File: src/rtl/egress_readback_pkg.sv
// egress_readback_pkg: shared port count, register map and STATUS layout
package egress_readback_pkg;
  localparam int NUM_PORTS = 3;
  localparam logic [2:0] ADDR_STATUS = 3'd0;
  localparam logic [2:0] ADDR_POP1 = 3'd1;
  localparam logic [2:0] ADDR_POP2 = 3'd2;
  localparam logic [2:0] ADDR_POP3 = 3'd3;
  localparam logic [2:0] ADDR_OCC1 = 3'd4;
  localparam logic [2:0] ADDR_OCC2 = 3'd5;
  localparam logic [2:0] ADDR_OCC3 = 3'd6;
  localparam logic [2:0] ADDR_DROPS = 3'd7;
  typedef struct packed {
    logic unf;
    logic ovf;
    logic [NUM_PORTS-1:0] full;
    logic [NUM_PORTS-1:0] nonempty;
  } status_t;
endpackage

File: src/rtl/egress_readback_if.sv
// egress_readback_if: Avalon read slave plus switch egress byte lanes
interface egress_readback_if;
  import egress_readback_pkg::*;
  logic chipselect_i;
  logic read_i;
  logic [2:0] address_i;
  logic [7:0] readdata_o;
  logic [NUM_PORTS-1:0] eg_valid_i;
  logic [NUM_PORTS-1:0][7:0] eg_data_i;
  logic eg_irq_o;
  modport master (output chipselect_i, read_i, address_i, eg_valid_i, eg_data_i, input readdata_o, eg_irq_o);
  modport slave (input chipselect_i, read_i, address_i, eg_valid_i, eg_data_i, output readdata_o, eg_irq_o);
endinterface

File: src/rtl/egress_readback_fifo.sv
// egress_readback_fifo: DEPTH x 8 show-ahead queue with same-cycle push and pop
module egress_readback_fifo #(
  parameter int DEPTH = 16,
  localparam int AW = $clog2(DEPTH)
) (
  input  logic clk,
  input  logic rst,
  input  logic push_i,
  input  logic pop_i,
  input  logic [7:0] din_i,
  output logic [7:0] dout_o,
  output logic [AW:0] count_o,
  output logic full_o,
  output logic empty_o
);
  logic [7:0] mem_q [DEPTH];
  logic [AW-1:0] wr_q, rd_q;
  logic [AW:0] cnt_q;
  // storage; a push into a full queue overwrites the head only after it is read out this cycle
  always_ff @(posedge clk)
    if (push_i) mem_q[wr_q] <= din_i;
  // pointers wrap naturally at DEPTH; callers never push when full without popping
  always_ff @(posedge clk or posedge rst)
    if (rst) begin
      wr_q <= '0;
      rd_q <= '0;
      cnt_q <= '0;
    end else begin
      wr_q <= wr_q + AW'(push_i);
      rd_q <= rd_q + AW'(pop_i);
      cnt_q <= cnt_q + (AW+1)'(push_i) - (AW+1)'(pop_i);
    end
  assign dout_o = mem_q[rd_q];
  assign count_o = cnt_q;
  assign full_o = cnt_q == (AW+1)'(DEPTH);
  assign empty_o = cnt_q == '0;
endmodule

File: src/rtl/egress_readback.sv
// egress_readback: captures switch egress bytes into per-port queues and serves host reads
module egress_readback
  import egress_readback_pkg::*;
#(
  parameter int DEPTH = 16,
  localparam int AW = $clog2(DEPTH)
) (
  input logic clk,
  input logic rst,
  egress_readback_if.slave bus
);
  logic [NUM_PORTS-1:0] sel, push, pop, full, empty, drop;
  logic [NUM_PORTS-1:0][7:0] head;
  logic [NUM_PORTS-1:0][AW:0] cnt;
  logic rd, is_pop, is_occ, unf_set, clr_st, clr_dr;
  logic [1:0] pi, ndrops;
  logic [7:0] pop_byte, rdata_d, rdata_q, drop_d, drop_q;
  logic [AW:0] occ;
  logic [8:0] drop_sum;
  logic unf_d, unf_q, ovf_d, ovf_q, irq_q;
  status_t st;
  assign rd = bus.chipselect_i && bus.read_i;
  assign is_pop = bus.address_i inside {ADDR_POP1, ADDR_POP2, ADDR_POP3};
  assign is_occ = bus.address_i inside {ADDR_OCC1, ADDR_OCC2, ADDR_OCC3};
  assign pi = bus.address_i[2] ? bus.address_i[1:0] : bus.address_i[1:0] - 2'd1;
  for (genvar p = 0; p < NUM_PORTS; p++) begin : g_port
    assign sel[p] = pi == 2'(p);
    assign pop[p] = rd && is_pop && sel[p] && !empty[p];
    assign push[p] = bus.eg_valid_i[p] && (!full[p] || pop[p]);
    assign drop[p] = bus.eg_valid_i[p] && !push[p];
    egress_readback_fifo #(.DEPTH(DEPTH)) u_fifo (
      .clk(clk), .rst(rst), .push_i(push[p]), .pop_i(pop[p]), .din_i(bus.eg_data_i[p]),
      .dout_o(head[p]), .count_o(cnt[p]), .full_o(full[p]), .empty_o(empty[p])
    );
  end
  // register decode, sticky flag and drop-counter next state; set events beat clears
  always_comb begin
    pop_byte = 8'h00;
    occ = '0;
    for (int k = 0; k < NUM_PORTS; k++)
      if (sel[k]) begin
        pop_byte = empty[k] ? 8'h00 : head[k];
        occ = cnt[k];
      end
    st = {unf_q, ovf_q, full, ~empty};
    clr_st = rd && bus.address_i == ADDR_STATUS;
    clr_dr = rd && bus.address_i == ADDR_DROPS;
    unf_set = rd && is_pop && |(sel & empty);
    ndrops = 2'(drop[0]) + 2'(drop[1]) + 2'(drop[2]);
    drop_sum = {1'b0, drop_q} + 9'(ndrops);
    ovf_d = |drop ? 1'b1 : clr_st ? 1'b0 : ovf_q;
    unf_d = unf_set ? 1'b1 : clr_st ? 1'b0 : unf_q;
    drop_d = clr_dr ? 8'(ndrops) : drop_sum[8] ? 8'hFF : drop_sum[7:0];
    rdata_d = !rd ? rdata_q : clr_st ? st : is_pop ? pop_byte : is_occ ? 8'(occ) : drop_q;
  end
  // registered read data, sticky bits, drop counter and irq
  always_ff @(posedge clk or posedge rst)
    if (rst) begin
      rdata_q <= 8'h00;
      drop_q <= 8'h00;
      ovf_q <= 1'b0;
      unf_q <= 1'b0;
      irq_q <= 1'b0;
    end else begin
      rdata_q <= rdata_d;
      drop_q <= drop_d;
      ovf_q <= ovf_d;
      unf_q <= unf_d;
      irq_q <= |(~empty);
    end
  assign bus.readdata_o = rdata_q;
  assign bus.eg_irq_o = irq_q;
endmodule
File: src/flat_wrapper.sv
// flat-port wrapper written by rule: the top's interface ports become plain ports
module egress_readback_flat import egress_readback_pkg::*;
#(
  parameter int DEPTH = 16,
  localparam int AW = $clog2(DEPTH)
)
  (clk, rst, bus_chipselect_i, bus_read_i, bus_address_i, bus_eg_valid_i, bus_eg_data_i, bus_readdata_o, bus_eg_irq_o);
  egress_readback_if bus_i ();
  input logic clk;
  input logic rst;
  input wire logic [$bits(bus_i.chipselect_i)-1:0] bus_chipselect_i;
  input wire logic [$bits(bus_i.read_i)-1:0] bus_read_i;
  input wire logic [$bits(bus_i.address_i)-1:0] bus_address_i;
  input wire logic [$bits(bus_i.eg_valid_i)-1:0] bus_eg_valid_i;
  input wire logic [$bits(bus_i.eg_data_i)-1:0] bus_eg_data_i;
  output wire logic [$bits(bus_i.readdata_o)-1:0] bus_readdata_o;
  output wire logic [$bits(bus_i.eg_irq_o)-1:0] bus_eg_irq_o;
  assign bus_i.chipselect_i = bus_chipselect_i;
  assign bus_i.read_i = bus_read_i;
  assign bus_i.address_i = bus_address_i;
  assign bus_i.eg_valid_i = bus_eg_valid_i;
  assign bus_i.eg_data_i = bus_eg_data_i;
  assign bus_readdata_o = bus_i.readdata_o;
  assign bus_eg_irq_o = bus_i.eg_irq_o;
  egress_readback #(.DEPTH(DEPTH)) u_core (.clk(clk), .rst(rst), .bus(bus_i));
endmodule
File: config.mk
export PLATFORM = sky130hd
export DESIGN_NAME = egress_readback_flat
export DESIGN_NICKNAME = d
export VERILOG_FILES = /design/src/rtl/egress_readback_pkg.sv /design/src/rtl/egress_readback_if.sv /design/src/rtl/egress_readback_fifo.sv /design/src/rtl/egress_readback.sv /design/src/flat_wrapper.sv
export SDC_FILE = /design/constraint.sdc
export NUM_CORES = 1
export LEC_CHECK = 0
export CORE_ASPECT_RATIO = 1.75
export CORE_MARGIN = 5
export CORE_UTILIZATION = 55
export DETAILED_ROUTE_END_ITERATION = 8
export PLACE_DENSITY_LB_ADDON = 0.12
export SLEW_MARGIN = 20
export SYNTH_ARGS = -nofsm -noshare
export SYNTH_HDL_FRONTEND = slang
export SYNTH_HIERARCHICAL = 1
export SYNTH_SLANG_ARGS = --single-unit
File: constraint.sdc
create_clock -name clk -period 5.5 [get_ports clk]
set_clock_uncertainty 0.2 [all_clocks]
set_input_delay 1.1 -clock clk [delete_from_list [all_inputs] [get_ports clk]]
set_output_delay 1.1 -clock clk [all_outputs]
set_load 0.005 [all_outputs]
# --- Word-level counts from Yosys, hierarchy flattened ---
# Memory sizes are Yosys's and may differ from the RTL's.
# Cells that the tools add are included.
classes:
  add_sub_neg: 16
  reduce_logical: 41
  bitwise: 2
  eq_ne: 12
  mux: 24
op_table:
  columns: ["op", "n"]
  rows:
  - ["two-way mux 8 bit", 11]
  - ["adder 4 x 1 -> 4 bit", 6]
  - ["logical AND 1 bit", 17]
  - ["adder 5 x 1 -> 5 bit", 3]
  - ["equality test 5 bit, second input constant", 3]
  - ["zero test 5 bit", 3]
  - ["two-way mux 5 bit", 3]
  - ["subtractor 5 x 1 -> 5 bit", 3]
  - ["equality test 3 bit, second input constant", 4]
  - ["adder 8 x 2 -> 9 bit", 1]
  - ["zero test 1 bit", 9]
  - ["two-way mux 1 bit", 9]
  - ["OR reduction 3 bit", 3]
  - ["equality test 3 x 2 -> 1 bit, second input constant", 2]
  - ["nonzero test 3 bit", 2]
  - ["nonzero test 2 bit", 2]
  - ["bitwise AND 3 bit", 1]
  - ["equality test 3 x 1 -> 1 bit, second input constant", 1]
  - ["zero test 3 bit", 1]
  - ["logical OR 1 bit", 3]
  - ["inverter 3 bit", 1]
  - ["adder 1 x 1 -> 2 bit", 1]
  - ["adder 2 x 1 -> 2 bit", 1]
  - ["equality test 2 x 1 -> 1 bit, second input constant", 1]
  - ["4 further kinds", 4]
word_totals:
  register_bits: 58
  ramBits: 384
  elab_cells: 112
  in_bits: 34
  mem_count: 3
  out_inout_bits: 9
mem_list:
  columns: ["name", "words", "word_bits", "read_ports", "rd_ports_with_merged_regs", "wr", "line_no", "source"]
  rows:
  - ["u_core.g_port[0].u_fifo.mem_q", 16, 8, 1, 0, 1, "egress_readback_fifo.sv:16", "logic [7:0] mem_q [DEPTH];"]
  - ["u_core.g_port[1].u_fifo.mem_q", 16, 8, 1, 0, 1, "egress_readback_fifo.sv:16", null]
  - ["u_core.g_port[2].u_fifo.mem_q", 16, 8, 1, 0, 1, "egress_readback_fifo.sv:16", null]

# --- Longest topological paths before layout ---
logic_depth:
  word_depth: 14
  ltp_mapped: 15
  depth_no_buf: 15

# --- Hierarchy ---
# The synthesis kept the hierarchy.
by_module_without_submodules:
  columns: ["mod", "area_per_inst_um2", "seq_area_each_um2", "instances", "cells_per_inst"]
  rows:
  - ["egress_readback_fifo (u_core.g_port[1].u_fifo ...)", 5688.0, 4169.0, 2, 305]
  - ["egress_readback_fifo (u_core.g_port[0].u_fifo)", 5614.1, 4169.0, 1, 270]
  - ["egress_readback", 1774.2, 475.5, 1, 209]

# --- Worst setup path before layout ---
# No wires, ideal clock.
synth_timing:
  path_kind: "input to register"
  start: "in bus_address_i[0]"
  end: "mem u_core.g_port[0].u_fifo.mem_q[0][0] (enable)"
  path_buffers: 1
  setup_slack_ps: 1065
  t_required_ps: 4917
  path_stages: 9
  t_arrival_ps: 3852
  setup_time_ps: 383
  cell_sequence: "clkbuf_1 > inv_1 > ha_1 > and3b_1 > o21bai_1 > or3_1 > a21boi_1 > or3b_2 > nor3_1"
synth_between:
  elab_chain_cells: 9
  elab_cells_between_ends: 14
  cone_classes: "add/sub (1); eq/ne (3); mux (3); reduce/logical (7)"
synth_rtl:
  columns: ["element", "line_no", "source"]
  rows:
  - ["start: declaration", "flat_wrapper.sv:13", "input wire logic [$bits(bus_i.address_i)-1:0] bus_address_i;"]
  - ["subtractor 2 x 1 -> 2 bit, or another cell as far along", "egress_readback.sv:25", "assign pi = bus.address_i[2] ? bus.address_i[1:0] : bus.address_i[1:0] - 2'd1;"]
  - ["two-way mux 2 bit / nonzero test 3 bit (equally long branches)", "egress_readback.sv:25, egress_readback.sv:23", null]
  - ["zero test 2 bit / logical AND 1 bit (equally long branches)", "egress_readback.sv:27, egress_readback.sv:28", null]
  - ["logical AND 1 bit * (2 in a row)", "egress_readback.sv:28", "assign pop[p] = rd && is_pop && sel[p] && !empty[p];"]
  - ["logical OR 1 bit *", "egress_readback.sv:29", "assign push[p] = bus.eg_valid_i[p] && (!full[p] || pop[p]);"]
  - ["logical AND 1 bit *", "egress_readback.sv:29", null]
  - ["via u_core.push[0]", "egress_readback.sv:12", "logic [NUM_PORTS-1:0] sel, push, pop, full, empty, drop;"]
  - ["two-way mux 1 bit *", "egress_readback_fifo.sv:21", "if (push_i) mem_q[wr_q] <= din_i;"]
  - ["two-way mux 1 bit (implied by the code) *", "egress_readback_fifo.sv:21", null]
  - ["end: declaration", "egress_readback_fifo.sv:16", null]
# The timed path passes the listed nets; every way through them passes the cells marked *.

# --- Worst setup path after layout ---
layout_timing:
  start: "in bus_address_i[1]"
  end: "reg u_core.drop_q[5]"
layout_between:
  elab_chain_cells: 14
  elab_cells_between_ends: 35
  cone_classes: "add/sub (4); eq/ne (6); mux (3); reduce/logical (22)"
layout_rtl:
  columns: ["element", "line_no", "source"]
  rows:
  - ["subtractor 2 x 1 -> 2 bit, or another cell as far along", "egress_readback.sv:25", null]
  - ["two-way mux 2 bit / nonzero test 3 bit (equally long branches)", "egress_readback.sv:25, egress_readback.sv:23", null]
  - ["equality test 2 x 1 -> 1 bit, or another cell as far along", "egress_readback.sv:27", "assign sel[p] = pi == 2'(p);"]
  - ["logical AND 1 bit (2 in a row)", "egress_readback.sv:28", null]
  - ["logical OR 1 bit", "egress_readback.sv:29", null]
  - ["logical AND 1 bit", "egress_readback.sv:29", null]
  - ["zero test 1 bit", "egress_readback.sv:30", "assign drop[p] = bus.eg_valid_i[p] && !push[p];"]
  - ["logical AND 1 bit", "egress_readback.sv:30", null]
  - ["adder 1 x 1 -> 2 bit", "egress_readback.sv:49", "ndrops = 2'(drop[0]) + 2'(drop[1]) + 2'(drop[2]);"]
  - ["adder 2 x 1 -> 2 bit", "egress_readback.sv:49", null]
  - ["adder 8 x 2 -> 9 bit", "egress_readback.sv:50", "drop_sum = {1'b0, drop_q} + 9'(ndrops);"]
  - ["two-way mux 8 bit", "egress_readback.sv:53", "drop_d = clr_dr ? 8'(ndrops) : drop_sum[8] ? 8'hFF : drop_sum[7:0];"]
  - ["two-way mux 8 bit *", "egress_readback.sv:53", null]
  - ["via u_core.drop_d[5]", "egress_readback.sv:17", "logic [7:0] pop_byte, rdata_d, rdata_q, drop_d, drop_q;"]
  - ["end signal: assignment", "egress_readback.sv:66", "drop_q <= drop_d;"]
  - ["end: declaration", "egress_readback.sv:17", null]
# Marks and branches as above.
# A chain may end at the register's enable or synchronous reset.

==> results.txt <==
----------------------------------------------------
[Floorplan]
  Initial standard-cell utilization of the core ... 0.556
  Standard-cell rows ... 89
  Die width ... 150 um
  Die Height ... 254 um
  # IOs ... 43
  Total core area ... 0.0337 mm2
  Overall die area ... 0.0381 mm2

[Detailed routing]
  Routed Wire Length ... 38.8 mm
  Number of violations reported at the end of detailed-routing iteration 0 ... 555
  Met2 Routed Length ... 22.3 mm
  Met1 WL ... 13.2 mm
  Number of DRC violations after detailed routing ... 0
  Routed length per instance ... 23.3 um
  Number of nets with antenna violations after detailed routing ... 0
  Drt first pass iters ... 6
  Met3 wire length ... 1.30 mm
  Total via count after detailed routing ... 9746
  Top Metal Used ... met5
  Routed via count divided by cell count ... 5.86

[Power]
  Total leakage power ... 7.36 nW
  Max VDD drop ... 0.299 mV
  Pwr per Cell Area ... 451 mW/mm2

[Synth]
  Area share of the leading cell type in the synthesized netlist ... 0.615
  Dominant combinational cell family by area after synthesis ... multiplexers
  Number of unique standard cell types used by synthesis ... 62
  Compound-Gate Fraction of Synth Area ... 0.0659
  Xor/xnor cell area share of the yosys netlist ... 0.0139
  Post-Syn Instances ... 1089
  Register area share after synthesis ... 0.692
  Yosys warnings ... 6
  Post-Synthesis Mean Instance Area ... 17.2 um2
  Cell Area, Synth ... 0.0188 mm2
  Simple-gate portion of the synthesized area ... 0.0512
  Post-synthesis register bit count ... 442
  Post-synthesis share of cell area spent on full adders, half adders and majority gates ... 0.0293
  Async set-reset flop share out of synthesis ... 0.131
  Top post-synthesis cells by area ... edfxtp_1 61%, dfrtp_1 7.7%, mux4_2 6.0%, mux2i_1 3.6%, ha_1 2.4%
  Ys flop type ... edfxtp_1
  Count leader, synth ... edfxtp_1
  Cell accounting for the most synthesized area ... edfxtp_1
  Syn_nets ... 1164
  Share of synthesized area spent on multiplexers ... 0.116
  Most common library cells after synthesis ... 384 x edfxtp_1, 68 x mux2i_1, 59 x nor2_1, 58 x dfrtp_1, 50 x mux4_2
  Count of flip-flops with a built-in enable after synthesis ... 384

[Worst setup path]
  Setup slack of the most critical reg-to-reg path ... 1730 ps
  Slowest CP cell ... clkdlybuf4s50_1
  Worst path required time ... 5710 ps
  Destination of the worst register-to-register timing path ... u_core/drop_q[5]
  Startpoint kind of the worst setup timing path ... primary input
  Data arrival, critical path ... 4670 ps
  CP peak stage delay ... 500 ps
  Register-to-Register Path Depth ... 14
  CP cell instances ... clkdlybuf4s50_1, inv_1, ha_1, nor3b_2, o21bai_1, o311a_1, fa_1, ha_1, fa_1, and3_1, nand3_1, a21oi_1
  Worst setup path class ... in2reg
  Bufs and invs on worst path ... 2
  Critical Path Sink Type ... flip-flop
  Kind of cell with the highest combined delay on the critical path ... adder cells
  Largest fanout on the critical path ... 9
  Startpoint of the lowest-slack register-to-register path ... u_core/g_port[2].u_fifo/count_o[2]

[Finish]
  Inserted Diodes ... 0
  Layout net count ... 1254
  Filler instances ... 2459
  Area overhead of the layout relative to synthesis ... 11.7%
  Share of cells above drive strength 1 ... 0.144
  Cell area after layout ... 0.0210 mm2
  Count of placed standard cells in the final layout, fillers left out ... 1663
  Core occupancy in the finished layout ... 0.621

[Global routing]
  Number of global-route vias before repair ... 10.2k
  Global routing usage summed across all routing layers ... 0.209
  Wire length of the first global-routing pass ... 59.5 mm
  Number of antenna violations at the first check in global routing ... 1
  Maximum number of pins on one net before global-route repair ... 50
  Remaining global-route overflow ... 0

[Clocking]
  Post-CTS Setup Bufs ... 0
  CTS Buffer Depth ... 3
  Clk sinks ... 442
  Number of clock buffers inserted by TritonCTS ... 39
  Clock latency on the worst-skew pair ... 540 ps
  Clock transition at path regs ... 60 ps
  Hold buffers post-CTS ... 0
  TritonCTS clock tree ... yes
  Number of gates resized after CTS ... 0
  Root cell of the clock tree ... clkbuf_16
  H-tree levels ... 2

[Timing]
  Max Freq ... 224 MHz
  Max-Slew Margin vs Limit ... 0.393
  Final period demand of the worst path ... 4470 ps
  RSZ-0062 raised after global routing ... false
  Share of the clock period used by the worst path ... 0.812
  Endpoints failing hold ... 0
  Transition time at the pin with the least slew margin ... 911 ps
  Final critical-path setup slack ... 1030 ps
  Post-route setup TNS ... 0 ps
  Final Slew Violations ... 0
  # setup viols final ... 0

[Place]
  Total placed cells including tap cells ... 1593
  Weighted congestion at the end of routability-driven global placement ... 0.875
  Worst Setup Slack post-DPL ... 471 ps
  Number of port buffers ... 42
  Final HPWL from detailed placement ... 28.2 mm
  Post-DP Area ... 0.0198 mm2

[Worst hold path]
  Start point of the worst hold path ... u_core/unf_q
  Classification of the worst-slack hold path ... reg2reg
  Min-Delay Endpoint ... u_core/unf_q
  Number of instances on the worst hold path ... 2

[Run]
  Max-Cap Viols ... 0

[Outcome]
  Status ... complete, no violations

----------------------------------------------------
## per-layer routing
layer	vias to the layer above	global-route usage
met5	-	0
li1	4517	-
met1	4943	0.219
met2	193	0.406
met4	2	0.0945
met3	91	0.0325
## state kept, by name, summed over array words and instances, names as in the netlist
signal and count:
u_core/g_port.u_fifo/wr_q 12, u_core/bus.readdata_o 8, u_core/drop_q 8, u_core/g_port.u_fifo/mem_q 384, u_core/g_port.u_fifo/rd_q 12, u_core/ovf_q 1, u_core/unf_q 1, u_core/bus.eg_irq_o 1
u_core/g_port.u_fifo/count_o 15
## layout by cell type (no fill, tap or decap), types with 38 or more instances in the layout
| cell type | instances |
|---|---|
| nor2_1 | 59 |
| dfrtp_1 | 55 |
| nand2_1 | 39 |
| mux2i_1 | 68 |
| clkdlybuf4s50_1 | 42 |
| inv_1 | 38 |
| mux4_2 | 50 |
| clkbuf_16 | 41 |
| buf_4 | 61 |
| edfxtp_1 | 384 |
## report_power, final
group | leakage, nW | internal [W] | switching (W) | total, W
Clock | 0.568 | 0.00140 | 0.00113 | 0.00253
Combinational | 2.61 | 0.00114 | 0.00129 | 0.00243
Sequential | 4.19 | 0.00415 | 0.000334 | 0.00448
Total | 7.36 | 0.00668 | 0.00276 | 0.00944
## per-stage QoR
step / total power (W) / hold slack [ps]
3_3_place_gp: 0.00696 / 280
5_1_grt: 0.00992 / 334
3_5_place_dp: 0.00702 / 284
2_1_floorplan: 0.00634 / 256
4_1_cts: 0.00956 / 300
6_report: 0.00944 / 294
## kinds of logic (layout without fill, tap and decap cells)
kind of cell             Yosys count  in the layout
AO/OA/AOI/OAI                    164            164
XOR/XNOR                          29             29
adder cells (fa/ha/maj)           41             41
buffers and inverters             93            212
flip-flops                       442            442
multiplexers                     132            132
AND/OR/NAND/NOR                  188            188
## worst register-to-register path, delay by kind of cell (launching register included)
kind            cells  cell delay (ps)
fa+ha+maj           4             1250
simple gates        3              700
buf+inv             4              660
flops               1              410
compound gates      3              410
## cell type report
class / instances / area, um2 / area share
flip-flops and latches: 442 / 13000 / 0.620
multi-input cells: 554 / 5190 / 0.248
repair buffers: 103 / 878 / 0.0419
well taps: 455 / 569 / 0.0272
clock inverters: 17 / 78.8 / 0.00376
inverters: 39 / 146 / 0.00699
clock buffers: 53 / 1100 / 0.0526
## worst max path at each step
stage | start | slack [ps] | cells past startpoint | endpoint
after floorplan | bus_address_i[0] | 1060 | 9 | u_core/g_port[0].u_fifo/mem_q[0][0]
after global placement | bus_address_i[1] | 530 | 12 | u_core/drop_q[2]
after detailed placement | bus_address_i[1] | 470 | 13 | u_core/drop_q[5]
after CTS | bus_address_i[1] | 1050 | 12 | u_core/drop_q[5]
after global routing | bus_address_i[1] | 780 | 13 | u_core/drop_q[5]
final | bus_address_i[1] | 1030 | 12 | u_core/drop_q[5]
(Power assumes the default switching activity.)
